===== src/rtl/memory_bus_arbiter.sv =====
// memory_bus_arbiter
//   Shares one memory handshake (EN, R_W, MFC) between the fetch and execute FSMs. One requester
//   owns the bus at a time, ties are broken round-robin, MFC is routed back to the owner only, and
//   accesses that hang without MFC are aborted after TIMEOUT_CYCLES cycles (0 disables the abort).
// Ports
//   clock, reset          : rising-edge clock, asynchronous active-low reset
//   if_req/if_rw          : fetch request (held until if_mfc consumed) and direction, 1=read
//   ex_req/ex_rw          : execute request and direction
//   MFC                   : memory function complete
//   EN, R_W               : memory enable and direction (owner's latched rw)
//   if_gnt/ex_gnt         : bus ownership, also selects whose MAR/MDR controls drive the bus
//   if_mfc/ex_mfc         : one-cycle completion pulse to the owner
//   timeout_err           : one-cycle pulse when an access is aborted on timeout
//   busy                  : high whenever the arbiter is not idle
module memory_bus_arbiter #(
  parameter int unsigned TIMEOUT_CYCLES = 15,
  parameter int unsigned CNT_W          = 8
) (
  input  logic clock,
  input  logic reset,
  input  logic if_req,
  input  logic if_rw,
  input  logic ex_req,
  input  logic ex_rw,
  input  logic MFC,
  output logic EN,
  output logic R_W,
  output logic if_gnt,
  output logic ex_gnt,
  output logic if_mfc,
  output logic ex_mfc,
  output logic timeout_err,
  output logic busy
);

  typedef enum logic [1:0] {StIdle, StGrant, StAccess, StRelease} state_e;

  localparam logic OwnerIf = 1'b0;
  localparam logic OwnerEx = 1'b1;

  localparam logic [CNT_W-1:0] TimeoutVal = CNT_W'(TIMEOUT_CYCLES);
  localparam bit               TimeoutOn  = (TIMEOUT_CYCLES != 0);

  state_e           state_q, state_d;
  logic             owner_q, owner_d;
  logic             last_q, last_d;
  logic             rw_q, rw_d;
  logic [CNT_W-1:0] cnt_q, cnt_d;
  logic [CNT_W-1:0] cnt_inc;
  logic             owner_req;
  logic             mfc_hit, err_hit;

  logic en_d, rw_out_d, if_gnt_d, ex_gnt_d, if_mfc_d, ex_mfc_d, err_d, busy_d;

  assign owner_req = (owner_q == OwnerEx) ? ex_req : if_req;
  assign cnt_inc   = cnt_q + CNT_W'(1);

  always_comb begin
    state_d = state_q;
    owner_d = owner_q;
    last_d  = last_q;
    rw_d    = rw_q;
    cnt_d   = cnt_q;
    mfc_hit = 1'b0;
    err_hit = 1'b0;

    unique case (state_q)
      StIdle: begin
        if (if_req || ex_req) begin
          // On a tie the requester that did not own the bus last time wins.
          if (if_req && ex_req) owner_d = ~last_q;
          else                  owner_d = ex_req ? OwnerEx : OwnerIf;
          last_d  = owner_d;
          rw_d    = (owner_d == OwnerEx) ? ex_rw : if_rw;
          state_d = StGrant;
        end
      end
      StGrant: begin
        cnt_d   = '0;
        state_d = StAccess;
      end
      StAccess: begin
        // A withdrawn request aborts silently; MFC beats a coincident timeout.
        if (!owner_req) begin
          state_d = StIdle;
        end else if (MFC) begin
          mfc_hit = 1'b1;
          state_d = StRelease;
        end else if (TimeoutOn && (cnt_inc == TimeoutVal)) begin
          err_hit = 1'b1;
          state_d = StRelease;
        end else begin
          cnt_d = cnt_inc;
        end
      end
      StRelease: begin
        if (!owner_req) state_d = StIdle;
      end
      default: state_d = StIdle;
    endcase

    // Outputs are registered, so they are derived from the next state.
    busy_d   = (state_d != StIdle);
    en_d     = (state_d == StAccess);
    rw_out_d = busy_d & rw_d;
    if_gnt_d = busy_d & (owner_d == OwnerIf);
    ex_gnt_d = busy_d & (owner_d == OwnerEx);
    if_mfc_d = mfc_hit & (owner_d == OwnerIf);
    ex_mfc_d = mfc_hit & (owner_d == OwnerEx);
    err_d    = err_hit;
  end

  always_ff @(posedge clock or negedge reset) begin
    if (!reset) begin
      state_q     <= StIdle;
      owner_q     <= OwnerIf;
      last_q      <= OwnerEx;
      rw_q        <= 1'b0;
      cnt_q       <= '0;
      EN          <= 1'b0;
      R_W         <= 1'b0;
      if_gnt      <= 1'b0;
      ex_gnt      <= 1'b0;
      if_mfc      <= 1'b0;
      ex_mfc      <= 1'b0;
      timeout_err <= 1'b0;
      busy        <= 1'b0;
    end else begin
      state_q     <= state_d;
      owner_q     <= owner_d;
      last_q      <= last_d;
      rw_q        <= rw_d;
      cnt_q       <= cnt_d;
      EN          <= en_d;
      R_W         <= rw_out_d;
      if_gnt      <= if_gnt_d;
      ex_gnt      <= ex_gnt_d;
      if_mfc      <= if_mfc_d;
      ex_mfc      <= ex_mfc_d;
      timeout_err <= err_d;
      busy        <= busy_d;
    end
  end

endmodule


===== config.mk =====
export PLATFORM = sky130hd
export DESIGN_NAME = memory_bus_arbiter
export DESIGN_NICKNAME = d
export VERILOG_FILES = /design/src/rtl/memory_bus_arbiter.sv
export SDC_FILE = /design/constraint.sdc
export NUM_CORES = 1
export LEC_CHECK = 0
export CORE_MARGIN = 2
export CORE_UTILIZATION = 47
export DETAILED_ROUTE_END_ITERATION = 16
export MAX_ROUTING_LAYER = met4
export PLACE_DENSITY = 0.7
export SYNTH_ARGS = -nofsm -noshare
export SYNTH_HDL_FRONTEND = slang
export SYNTH_SLANG_ARGS = --single-unit

===== constraint.sdc =====
create_clock -name clock -period 2.05 [get_ports clock]
set_clock_uncertainty 0.2 [all_clocks]
set_input_delay 0.5125 -clock clock [delete_from_list [all_inputs] [get_ports clock]]
set_output_delay 0.5125 -clock clock [all_outputs]
set_load 0.005 [all_outputs]

==> metrics <==
CP startpoint kind primary input; relative max-transition margin 74.7%; number of synthesized flops with an enable pin 0; most frequent cells in the layout dfrtp_1, clkdlybuf4s50_1, nand2_1, buf_4, nor2_1; Syn Inst Count 100; iteration count of the initial detailed-routing pass 4; Setup CP Type in -> reg; hpwl dp 1470 um; Post-Syn Area 1060 um2; Hold Path Class in -> async; clk_lat worst skew 310 ps; Leak 0.587 nW; first-pass GRT wire length 3390 um; period utilization 98.2%; final non-filler cell total 155; Setup violations, final 0; core area 2170 um2; minimum clock period 2010 ps; antenna violations before repair 0; Placement Setup Slack -335 ps; ant diodes 0; YS warnings 0; total negative setup slack 0 ps; fin util 61.5%; Min Hold Slack 334 ps; Port-buffer cells 14; Die W 51.4 um; Die ar. 2650 um2; gr busiest metal met2; CP Data Required Time 2080 ps; vias in the first global route 796; outcome complete, no violations; Design Area, Final 1330 um2; worst-margin pin slew 378 ps; Syn Nets 109; GRT overflow 0; post-route ant nets 0; max_cap viols 0; clock slew at reported path FFs 110 ps; CTS sink cnt 21; final WL 1960 um; Fin. Hold Viols 0; Yosys cell types 37; CTS Buffer Depth 2; CP arrival 2040 ps; RSZ-0062 raised after global routing no; worst-path fanout max 5; ys flop type dfrtp_1; placed instance count 151; peak supply drop 0.732 mV; sequential share of the synthesized area 49.8%; via count 842; detailed router's first-iteration violation count 12; crit end category register; grt met2 use 28.4%; Slew Limit Fails 0; commonest non-fill, non-tap cell in the layout dfrtp_1; Layout area overhead 26.2%; number of buffers created by CTS 3; CTS tree built; Starting Density 48.7%; worst setup margin 37.4 ps; pin count of the biggest net entering global routing 22; Wirelength per Cell 12.6 um; Die Y 51.4 um; Layout Nets 137; asr flop ratio synth 100%; Avg Cell Area, Syn 10.6 um2; Post CTS Setup Buffer Count 0; Clock Tree Root clkbuf_4; pwr dens 1140 nW/um2; share of layout cells above drive strength 1 21.3%; io pins 15; DR DRC count 0; Synth Register Bits 21; grt met1 use 22.0%; Tot Pwr 1.52 mW; GPL Wtd Cong 0.786; H-tree depth 1; routed vias/inst 5.43; Rows 17; Overall Global Routing Usage 17.7%; Cell Area, Placed 1300 um2; FMAX 497 MHz; global-route track usage on met3 2.92%
repair_timing:
item / in CTS / in global routing
pin swaps: 1 / 0
hold buffers: 0 / 0
endpoints found under the setup margin: 1 / 1
resized for setup: 0 / 1
synth_stat cells, drive strengths merged, types with 2 or more instances:
cell | instances | area [um2]
nand2b | 4 | 32.5
a21oi | 4 | 20.0
mux2i | 2 | 20.0
buf | 2 | 16.3
o21a | 2 | 15.0
ha | 2 | 25.0
inv | 3 | 11.3
o31ai | 6 | 65.1
or4 | 2 | 15.0
nor2 | 7 | 26.3
o21ai | 11 | 62.6
a31oi | 2 | 12.5
dfrtp | 20 | 500
nand3 | 3 | 15.0
nand2 | 12 | 45.0
nor2b | 2 | 12.5
final cells by class:
type                    count  area [um2]
flip-flops and latches     21         527
fillers                   199         836
multi-input cells          73         504
repair buffers             26         230
inverters                   3        11.3
well taps                  28        35.0
clock buffers               4        26.3
power breakdown:
group | internal, mW | switching (mW)
sequential | 0.538 | 0.0788
combinational | 0.352 | 0.343
clock | 0.0761 | 0.127
total | 0.966 | 0.549
kinds of logic after synthesis:
group                      after synthesis  synth area share, %
DFF                                     21                 49.8
and+or+nand+nor                         39                 20.4
buffers and inverters                    6                 2.96
adders and majority gates                2                 2.37
AOI/OAI and AO/OA                       28                 20.9
xor gates and xnor gates                 2                 1.66
muxes                                    2                 1.89
worst max-delay path: stages:
cell and delay (ps):
clkdlybuf4s50_1 490, mux2i_1 130, o31ai_2 280, o41ai_4 130
or2_4 290, o31ai_2 220
final timing paths:
check | start | end | slack (ps) | depth (start not counted)
setup / recovery | if_req | cnt_q[5] | 40 | 6
hold / removal | reset | cnt_q[3] | 330 | 2
setup reg to reg | cnt_q[0] | cnt_q[5] | 120 | 5
hold reg to reg | last_q | last_q | 330 | 2
max in group asynchronous | reset | last_q | 1050 | 2
min in group clock | last_q | last_q | 330 | 2
sequential cells by signal, indices dropped and copies added, names as in the netlist:
register	count
EN	1
owner_q	1
R_W	1
state_q	2
if_gnt	1
busy	1
ex_gnt	1
rw_q	1
last_q	1
ex_mfc	1
cnt_q	8
if_mfc	1
timeout_err	1
metal layers:
| layer | share of wire (%) | vias to the layer above |
|---|---|---|
| li1 | - | 415 |
| met1 | 45 | 408 |
| met2 | 49 | 16 |
| met3 | 3.9 | 3 |
| met4 | 1.4 | 0 |
| met5 | 0 | - |
Power figures use the tool's default switching activity.
